**src/rtl/mem_line_bridge_pkg.sv**
```systemverilog
// Shared types for the cache line <-> word bus bridge.
// Line geometry, request/response bundles and the bridge FSM states.
package cache_def;

  localparam int LINE_WORDS = 4;
  localparam int LINE_W     = LINE_WORDS * 32;

  typedef struct packed {
    logic [31:0]       addr;
    logic [LINE_W-1:0] data;
    logic              rw;
    logic              valid;
  } mem_req_type;

  typedef struct packed {
    logic [LINE_W-1:0] data;
    logic              ready;
  } mem_data_type;

  typedef enum logic [2:0] {
    IDLE,
    RD,
    WR,
    DONE,
    GAP
  } state_t;

endpackage

```
**src/rtl/mem_line_bridge.sv**
```systemverilog
// Splits cache line requests into LINE_WORDS word-bus beats.
// Reads are reassembled into a line; writes are posted.
module mem_line_bridge #(
  parameter int LINE_WORDS = cache_def::LINE_WORDS,
  parameter int ADDR_W     = 32
) (
  input  logic                   clk_i,
  input  logic                   rst_i,
  input  cache_def::mem_req_type  mem_req_i,
  output cache_def::mem_data_type mem_data_o,
  output logic                   bus_req_o,
  output logic                   bus_we_o,
  output logic [31:0]            bus_addr_o,
  output logic [31:0]            bus_wdata_o,
  input  logic                   bus_gnt_i,
  input  logic                   bus_rvalid_i,
  input  logic [31:0]            bus_rdata_i,
  output logic [31:0]            no_rd_o,
  output logic [31:0]            no_wr_o
);

  import cache_def::*;

  localparam int CW  = $clog2(LINE_WORDS) + 1;
  localparam int OFS = $clog2(LINE_WORDS) + 2;
  localparam int LW  = LINE_WORDS * 32;
  localparam logic [CW-1:0] LAST = CW'(LINE_WORDS);

  state_t            r_state;
  state_t            w_next;
  logic [ADDR_W-1:0] r_base;
  logic              r_rw;
  logic [LW-1:0]     r_wline;
  logic [LW-1:0]     r_rbuf;
  logic [LW-1:0]     r_rline;
  logic [CW-1:0]     r_issue;
  logic [CW-1:0]     r_resp;
  logic [31:0]       r_no_rd;
  logic [31:0]       r_no_wr;

  logic              w_busy;
  logic              w_req;
  logic              w_fire;
  logic              w_rcap;
  logic              w_accept;
  logic [CW-1:0]     w_issue_n;
  logic [CW-1:0]     w_resp_n;
  logic [LW-1:0]     w_rbuf_n;
  logic [ADDR_W-1:0] w_addr;
  logic              w_unused;

  assign w_busy    = (r_state == RD) || (r_state == WR);
  assign w_req     = w_busy && (r_issue != LAST);
  assign w_fire    = w_req && bus_gnt_i;
  assign w_rcap    = (r_state == RD) && bus_rvalid_i
                   && (r_resp != LAST);
  assign w_accept  = (r_state == IDLE) && mem_req_i.valid;
  assign w_issue_n = r_issue + CW'(w_fire);
  assign w_resp_n  = r_resp + CW'(w_rcap);
  assign w_addr    = r_base + ADDR_W'({r_issue, 2'b00});
  assign w_unused  = ^mem_req_i.addr[OFS-1:0];

  // Last beat merges in the same cycle it arrives
  always_comb begin
    w_rbuf_n = r_rbuf;
    if (w_rcap) begin
      w_rbuf_n[32*r_resp[CW-2:0] +: 32] = bus_rdata_i;
    end
  end

  always_comb begin
    w_next = r_state;
    unique case (r_state)
      IDLE: begin
        if (mem_req_i.valid) begin
          w_next = mem_req_i.rw ? WR : RD;
        end
      end
      RD: begin
        if (w_resp_n == LAST) w_next = DONE;
      end
      WR: begin
        if (w_issue_n == LAST) w_next = DONE;
      end
      DONE:    w_next = GAP;
      GAP:     w_next = IDLE;
      default: w_next = IDLE;
    endcase
  end

  always_ff @(posedge clk_i) begin
    if (rst_i) begin
      r_state <= IDLE;
      r_base  <= '0;
      r_rw    <= 1'b0;
      r_wline <= '0;
      r_rbuf  <= '0;
      r_rline <= '0;
      r_issue <= '0;
      r_resp  <= '0;
      r_no_rd <= '0;
      r_no_wr <= '0;
    end else begin
      r_state <= w_next;
      r_rbuf  <= w_rbuf_n;
      if (w_accept) begin
        r_base  <= {mem_req_i.addr[ADDR_W-1:OFS],
                    {OFS{1'b0}}};
        r_rw    <= mem_req_i.rw;
        r_wline <= mem_req_i.data;
        r_issue <= '0;
        r_resp  <= '0;
      end else begin
        r_issue <= w_issue_n;
        r_resp  <= w_resp_n;
      end
      if ((r_state == RD) && (w_next == DONE)) begin
        r_rline <= w_rbuf_n;
      end
      if (r_state == DONE) begin
        if (r_rw) r_no_wr <= r_no_wr + 32'd1;
        else      r_no_rd <= r_no_rd + 32'd1;
      end
    end
  end

  assign bus_req_o   = w_req;
  assign bus_we_o    = w_req && r_rw;
  assign bus_addr_o  = w_req ? 32'(w_addr) : '0;
  assign bus_wdata_o = (w_req && r_rw)
                     ? r_wline[32*r_issue[CW-2:0] +: 32]
                     : '0;

  assign mem_data_o.data  = r_rline;
  assign mem_data_o.ready = (r_state == DONE);
  assign no_rd_o          = r_no_rd;
  assign no_wr_o          = r_no_wr;

endmodule

```
**config.mk**
```make
export PLATFORM = sky130hd
export DESIGN_NAME = mem_line_bridge
export DESIGN_NICKNAME = d
export VERILOG_FILES = /design/src/rtl/mem_line_bridge_pkg.sv /design/src/rtl/mem_line_bridge.sv
export SDC_FILE = /design/constraint.sdc
export NUM_CORES = 1
export LEC_CHECK = 0
export ABC_AREA = 1
export BUFFER_PORTS_ARGS = -buffer_cell sky130_fd_sc_hd__buf_4
export CORE_UTILIZATION = 50
export DETAILED_ROUTE_END_ITERATION = 10
export PLACE_DENSITY = 0.73
export SKIP_CTS_REPAIR_TIMING = 1
export SLEW_MARGIN = 20
export SYNTH_ARGS = -nofsm -noshare
export SYNTH_HDL_FRONTEND = slang
export SYNTH_SLANG_ARGS = --single-unit
```
**constraint.sdc**
```tcl
create_clock -name clk_i -period 2.7 [get_ports clk_i]
set_input_delay 0.675 -clock clk_i [delete_from_list [all_inputs] [get_ports clk_i]]
set_output_delay 0.675 -clock clk_i [all_outputs]
set_load 0.005 [all_outputs]
```
==> impl_metrics.json, run 1 <==
{
  "status": "complete, but fails checks",
  "violations": "setup timing",
  "layout_commonest_cell": "sky130_fd_sc_hd__nor2_1",
  "vias_in_the_first_global_route": 19900,
  "worstSkewPairLatency_ps": 610,
  "hold_path_startpoint": "mem_req_i[120]",
  "die-width_um": 214,
  "timing_max_transition_violations_final": 0,
  "cts_root_buffer": "sky130_fd_sc_hd__clkbuf_16",
  "final.hold.worst_slack_ps": 326,
  "critPathRequiredTime_ps": 2030,
  "yosys_warnings": 0,
  "placement_rows": 77,
  "setup_repair_after_global_routing_missed_its_margin": "yes",
  "finalSetupViolations": 18,
  "final_critical_path_setup_slack_ps": -165,
  "crit_share_post_route_pct": 106,
  "drc_errors": 0,
  "worstHoldEndpoint": "r_wline[118]",
  "critPathKind": "flip-flop to primary output",
  "reg2reg_depth": 14,
  "drt_wl_total_um": 70500,
  "htreeDepth": 2,
  "grt_antenna_before_repair": 9,
  "r2r-end": "r_rline[2]",
  "cp_num_buf_inv": 1,
  "maximum_number_of_pins_on_one_net_before_global_route_repair": 139,
  "number_of_buffers_added_on_ports": 450,
  "worst_pin_slew_ps": 764,
  "layout.core_utilization_pct": 65.9,
  "max-cap-violations": 0,
  "coreArea_mm2": 0.0442,
  "route.detailed.wl_per_inst_um": 15.4,
  "clk_path_buf_depth": 3,
  "post-route-min-period_ps": 2860,
  "synth_edf_count": 0,
  "reg2reg_slack_ps": 230,
  "cp_slowest_stage_delay_ps": 360,
  "floorplan.io_pins": 457,
  "slew_headroom_pct": 49.1,
  "setup.worst_path.start_class": "flip-flop",
  "min_path_type": "primary input to flip-flop",
  "dr_total_vias": 22700,
  "area_delta_synth_final_pct": 30.0,
  "hold-path-cell-count": 3,
  "slowest_stage": "sky130_fd_sc_hd__dfxtp_4",
  "hpwl_um": 48700,
  "post_synth_num_cell_types": 34,
  "global_route_wire_length_before_repair_um": 106000,
  "die-area_mm2": 0.0457,
  "timing.critical_path.mode_cell": "sky130_fd_sc_hd__ha_4",
  "fin_nets": 4145,
  "initialDrtViolationCount": 1778,
  "tritoncts_num_sinks": 486,
  "max_freq_mhz": 349,
  "syn_area_mm2": 0.0224,
  "async_flop_share_pct": 0,
  "synth_flop_type": "sky130_fd_sc_hd__dfxtp_1",
  "critical_path.endpoint_type": "primary output",
  "synth_cells": 3538,
  "crit-reg2reg-launch": "r_resp[1]",
  "synth.avg_cell_area_um2": 6.33,
  "crit_family": "simple AND/OR/NAND/NOR gates",
  "globalRouteOverflowTotal": 0,
  "tritoncts": "built",
  "crit_path_cell_trace": "ha_4, ha_4, nand3_4, nor2_4, nand2_4, nor3_4, xor2_1, nor2_1, buf_4",
  "finClkSkew_ps": 19.7,
  "leakagePower_nw": 12.8,
  "leading_cell_types_in_the_layout_fill_and_taps_excluded": "sky130_fd_sc_hd__nor2_1, sky130_fd_sc_hd__nand2_1, sky130_fd_sc_hd__buf_4",
  "seq_area_frac_synth_pct": 43.4,
  "grt_util_all_layers_pct": 29.5,
  "yosys_register_bits": 486,
  "via_per_inst": 4.98,
  "worst_ep_arrival_time_ps": 2190,
  "report.final.hold_viol_count": 0,
  "cts_made_buffers": 51,
  "antenna_violating_nets_post_route": 0,
  "power_density_mw_per_mm2": 568,
  "max_fo_critical_path": 3,
  "cts.reportedPaths.clkPinSlew_ps": 60,
  "vdd.ir_drop.worst_mv": 0.518,
  "final_layout_size_suffix_gt1_share_pct": 19.3,
  "fp.dieH_um": 214,
  "initial_core_utilization_pct": 50.7,
  "count_of_fill_cells_added_during_filler_insertion": 4036,
  "dr.pass1.iters": 7,
  "routability_congestion": 0.912
}
==> state kept, by name, summed over array words and instances, names as in the netlist, 28 cells and up <==
name / cells
r_wline: 128
r_rline: 128
no_rd_o: 32
no_wr_o: 32
r_base: 28
r_rbuf: 128
==> logic make-up after synthesis <==
family          share of synthesized area [%]
other cells                            0.0167
buf+inv                                  10.7
fa+ha+maj                               0.614
simple gates                             33.1
xor+xnor                                0.782
compound gates                           11.4
flops                                    43.4
==> cells in the mapped netlist, drive strengths merged (2+ instances only) <==
master / number / share of area, %
nor2: 1071 / 18
nand2: 675 / 11
dfxtp: 486 / 43
inv: 427 / 7.2
o21ai: 384 / 8.6
clkbuf: 127 / 2.1
a21oi: 110 / 2.5
nand3: 78 / 1.7
buf: 65 / 1.4
nor3: 29 / 0.67
and2: 22 / 0.61
nand4: 18 / 0.50
xor2: 13 / 0.51
ha: 11 / 0.61
xnor2: 7 / 0.27
a31oi: 4 / 0.11
nor4: 2 / 0.056
o21a: 2 / 0.067
==> report_power, final <==
part           switching [mW]  total [mW]  internal (mW)  leakage, nW
clock network            3.00        7.35           4.35        0.889
registers               0.164        7.60           7.44         3.96
logic                   0.947        1.61          0.659         7.95
==> tightest hold or removal path, stage by stage <==
cell                      delay [ps]
sky130_fd_sc_hd__buf_4            70
sky130_fd_sc_hd__o21ai_0          70
sky130_fd_sc_hd__nor2_1           70
==> layer usage <==
metal | vias up | GRT usage, % | part of all wire [%]
met5 | - | 0 | 0.13
met4 | 14 | 12.5 | 4.2
met3 | 163 | 7.34 | 8.5
met2 | 754 | 48.9 | 47
met1 | 10200 | 36.4 | 41
li1 | 11600 | - | -
==> area by class of cell <==
type	count	area (um^2)	area share [%]
multi-input combinational	2435	10800	37.1
sequential	486	9780	33.6
timing repair buffer	534	4390	15.1
inverter	428	1630	5.61
clock buffer	72	1540	5.28
tap	592	741	2.54
clock inverter	21	228	0.782
antenna	2	5.00	0.0172
==> metrics by stage <==
stage                     cell area (um^2)  setup TNS, ps  instances  total power [mW]  setup WS [ps]
final                                29100          -1080       4570              16.6           -165
after global routing                 29100          -3320       4570              17.2           -240
after CTS                            28200         -17860       4540              16.5           -562
after detailed placement             26500           -604       4447              9.18          -63.0
after global placement               26500           -317       4447              9.16          -20.8
after floorplan                      22400              0       3539              8.54            196
==> worst max-delay path by stage <==
| stage | start | endpoint | slack, ps | depth (start not counted) |
|---|---|---|---|---|
| 2_1_floorplan | r_resp[0] | r_rline[38] | 200 | 15 |
| 3_3_place_gp | bus_rvalid_i | r_rline[10] | -20 | 11 |
| 3_5_place_dp | bus_rvalid_i | r_rline[30] | -60 | 11 |
| 4_1_cts | r_issue[2] | bus_addr_o[26] | -560 | 9 |
| 5_1_grt | r_issue[2] | bus_addr_o[24] | -240 | 10 |
| 6_report | r_issue[2] | bus_addr_o[26] | -160 | 9 |
Note: power is estimated with default switching activity, not from simulation.
==> run 2, diff against run 1 <==
--- a/config.mk
+++ b/config.mk
@@ -10,6 +10,7 @@
 export CORE_UTILIZATION = 50
 export DETAILED_ROUTE_END_ITERATION = 10
 export PLACE_DENSITY = 0.73
+export REMOVE_ABC_BUFFERS = 1
 export SKIP_CTS_REPAIR_TIMING = 1
 export SLEW_MARGIN = 20
 export SYNTH_ARGS = -nofsm -noshare
==> run 2 against run 1 <==
Net effect: core utilization is 0.079 points higher; die area stayed put; highest routed layer is now met4; the run still ends with setup timing left; power is 0.63% lower.
==> impl_metrics.json, run 2 (synthesized netlist as in run 1, its figures left out) <==
{
  "reg2reg_slack_ps": 150,
  "leading_cell_types_in_the_layout_fill_and_taps_excluded": "sky130_fd_sc_hd__nor2_1, sky130_fd_sc_hd__nand2_1, sky130_fd_sc_hd__dfxtp_1",
  "clk_path_buf_depth": 3,
  "slowest_stage": "sky130_fd_sc_hd__dfxtp_4",
  "critical_path.startpoint": "r_state[1]",
  "dr_total_vias": 22700,
  "area_delta_synth_final_pct": 30.1,
  "worst_ep_arrival_time_ps": 2210,
  "post-route-min-period_ps": 2880,
  "worst_pin_slew_ps": 708,
  "slew_headroom_pct": 52.8,
  "violations": "setup timing",
  "wl_met2_um": 32100,
  "cts.reportedPaths.clkPinSlew_ps": 60,
  "max_fo_critical_path": 8,
  "die-area_mm2": 0.0457,
  "final_critical_path_setup_slack_ps": -185,
  "fin_nets": 4129,
  "finClkSkew_ps": 18.7,
  "routability_congestion": 0.940,
  "r2r-end": "r_rline[118]",
  "totalPowerFinal_mw": 16.5,
  "critPathKind": "flip-flop to primary output",
  "drt_wl_total_um": 68700,
  "status": "complete, but fails checks",
  "top_signal_layer_used": "met4",
  "reg_top3": "r_rbuf (128), r_rline (128), r_wline (128)",
  "cts_root_buffer": "sky130_fd_sc_hd__clkbuf_16",
  "number_of_buffers_added_on_ports": 450,
  "report.final.hold_viol_count": 0,
  "crit-reg2reg-launch": "r_state[1]",
  "drt-met1-wl_um": 29300,
  "coreArea_mm2": 0.0442,
  "reg2reg_depth": 15,
  "finalSetupViolations": 58,
  "critPathRequiredTime_ps": 2030,
  "final_layout_size_suffix_gt1_share_pct": 18.6,
  "leakagePower_nw": 12.7,
  "setup.worst_path.start_class": "flip-flop",
  "via_per_inst": 4.97,
  "vdd.ir_drop.worst_mv": 0.479,
  "globalRouteOverflowTotal": 0,
  "setup_repair_after_global_routing_missed_its_margin": "yes",
  "route.detailed.wl_per_inst_um": 15.1,
  "crit_path_cell_trace": "nor2_4, nand2_4, nand2_2, and2_4, clkinvlp_4, buf_12, nor3_2, buf_4",
  "final.setup.tns_ps": -4390,
  "initialDrtViolationCount": 1856,
  "grt_antenna_before_repair": 7,
  "layout_commonest_cell": "sky130_fd_sc_hd__nor2_1",
  "min_path_type": "primary input to flip-flop",
  "fp.dieH_um": 214,
  "cts_made_buffers": 52,
  "drc_errors": 0,
  "initial_core_utilization_pct": 50.7,
  "power_density_mw_per_mm2": 564,
  "tritoncts_num_sinks": 486,
  "global_route_wire_length_before_repair_um": 103000,
  "cp_slowest_stage_delay_ps": 360,
  "critical_path.endpoint_type": "primary output",
  "max_freq_mhz": 347,
  "cp-endpoint": "bus_addr_o[29]",
  "crit_share_post_route_pct": 107,
  "grt_util_all_layers_pct": 28.2,
  "max-cap-violations": 0,
  "timing_max_transition_violations_final": 0,
  "vias_in_the_first_global_route": 20000,
  "floorplan.io_pins": 457,
  "placement_rows": 77,
  "maximum_number_of_pins_on_one_net_before_global_route_repair": 139,
  "antenna_violating_nets_post_route": 0,
  "tritoncts": "built",
  "count_of_fill_cells_added_during_filler_insertion": 4044,
  "die-width_um": 214,
  "pre_cts_ws_ps": -22.1,
  "hpwl_um": 44600,
  "dr.pass1.iters": 6,
  "worstSkewPairLatency_ps": 610,
  "dr_wl_met3_um": 5110,
  "htreeDepth": 2
}
## run 2: cell types whose count changed in the layout (fill, tap and decap cells not counted), moves of 8 or more
cell,previous run,this run
sky130_fd_sc_hd__a21oi_4,1,10
sky130_fd_sc_hd__dfxtp_2,18,10
sky130_fd_sc_hd__dfxtp_1,461,469
sky130_fd_sc_hd__buf_4,496,464
sky130_fd_sc_hd__buf_6,12,23
sky130_fd_sc_hd__nor2_2,24,12
sky130_fd_sc_hd__nor2_1,1032,1040
## run 2: through the flow
step | cell area (um^2) | utilization [%] | instances | hold slack (ps)
after floorplan | 21600 | - | 3347 | 446
after global placement | 26400 | 59.8 | 4440 | 456
after detailed placement | 26400 | 59.8 | 4440 | 466
after CTS | 28200 | 63.7 | 4537 | 287
after global routing | 29200 | 65.9 | 4559 | 312
final | 29200 | 65.9 | 4562 | 314
## run 2: critical path: cells and delay by family, from the launching register on
| kind | cells | cell delay [ps] |
|---|---|---|
| AND/OR/NAND/NOR | 5 | 700 |
| flip-flops | 1 | 360 |
| buffers and inverters | 3 | 550 |
## run 2: routing by layer
layer	vias to the layer above	track usage (%)
met5	-	0
met4	0	11.7
met3	112	5.99
met2	683	46.7
met1	10300	35.6
li1	11600	-
## run 2: power by group
part           internal [mW]  total (mW)  switching (mW)
clock                   4.23        7.26            3.02
combinational          0.654        1.59           0.935
sequential              7.44        7.61           0.167
total                   12.3        16.5            4.13
## run 2: worst min path at each step
| stage | from | end | cells past startpoint |
|---|---|---|---|
| floorplan | r_base[31] | r_base[31] | 2 |
| global placement | r_wline[63] | r_wline[63] | 2 |
| detailed placement | r_wline[113] | r_wline[113] | 2 |
| CTS | mem_req_i[51] | r_wline[49] | 3 |
| global route | mem_req_i[37] | r_wline[35] | 3 |
| finish | mem_req_i[51] | r_wline[49] | 3 |
## run 2: area by class of cell
type	instances	area, um^2	area share, %
well taps	592	741	2.54
clock inverters	22	224	0.768
repair buffers	519	4410	15.1
clock buffers	75	1530	5.24
multi-input cells	2433	10800	37.2
diodes	7	17.5	0.0601
inverters	428	1630	5.60
flip-flops and latches	486	9770	33.5
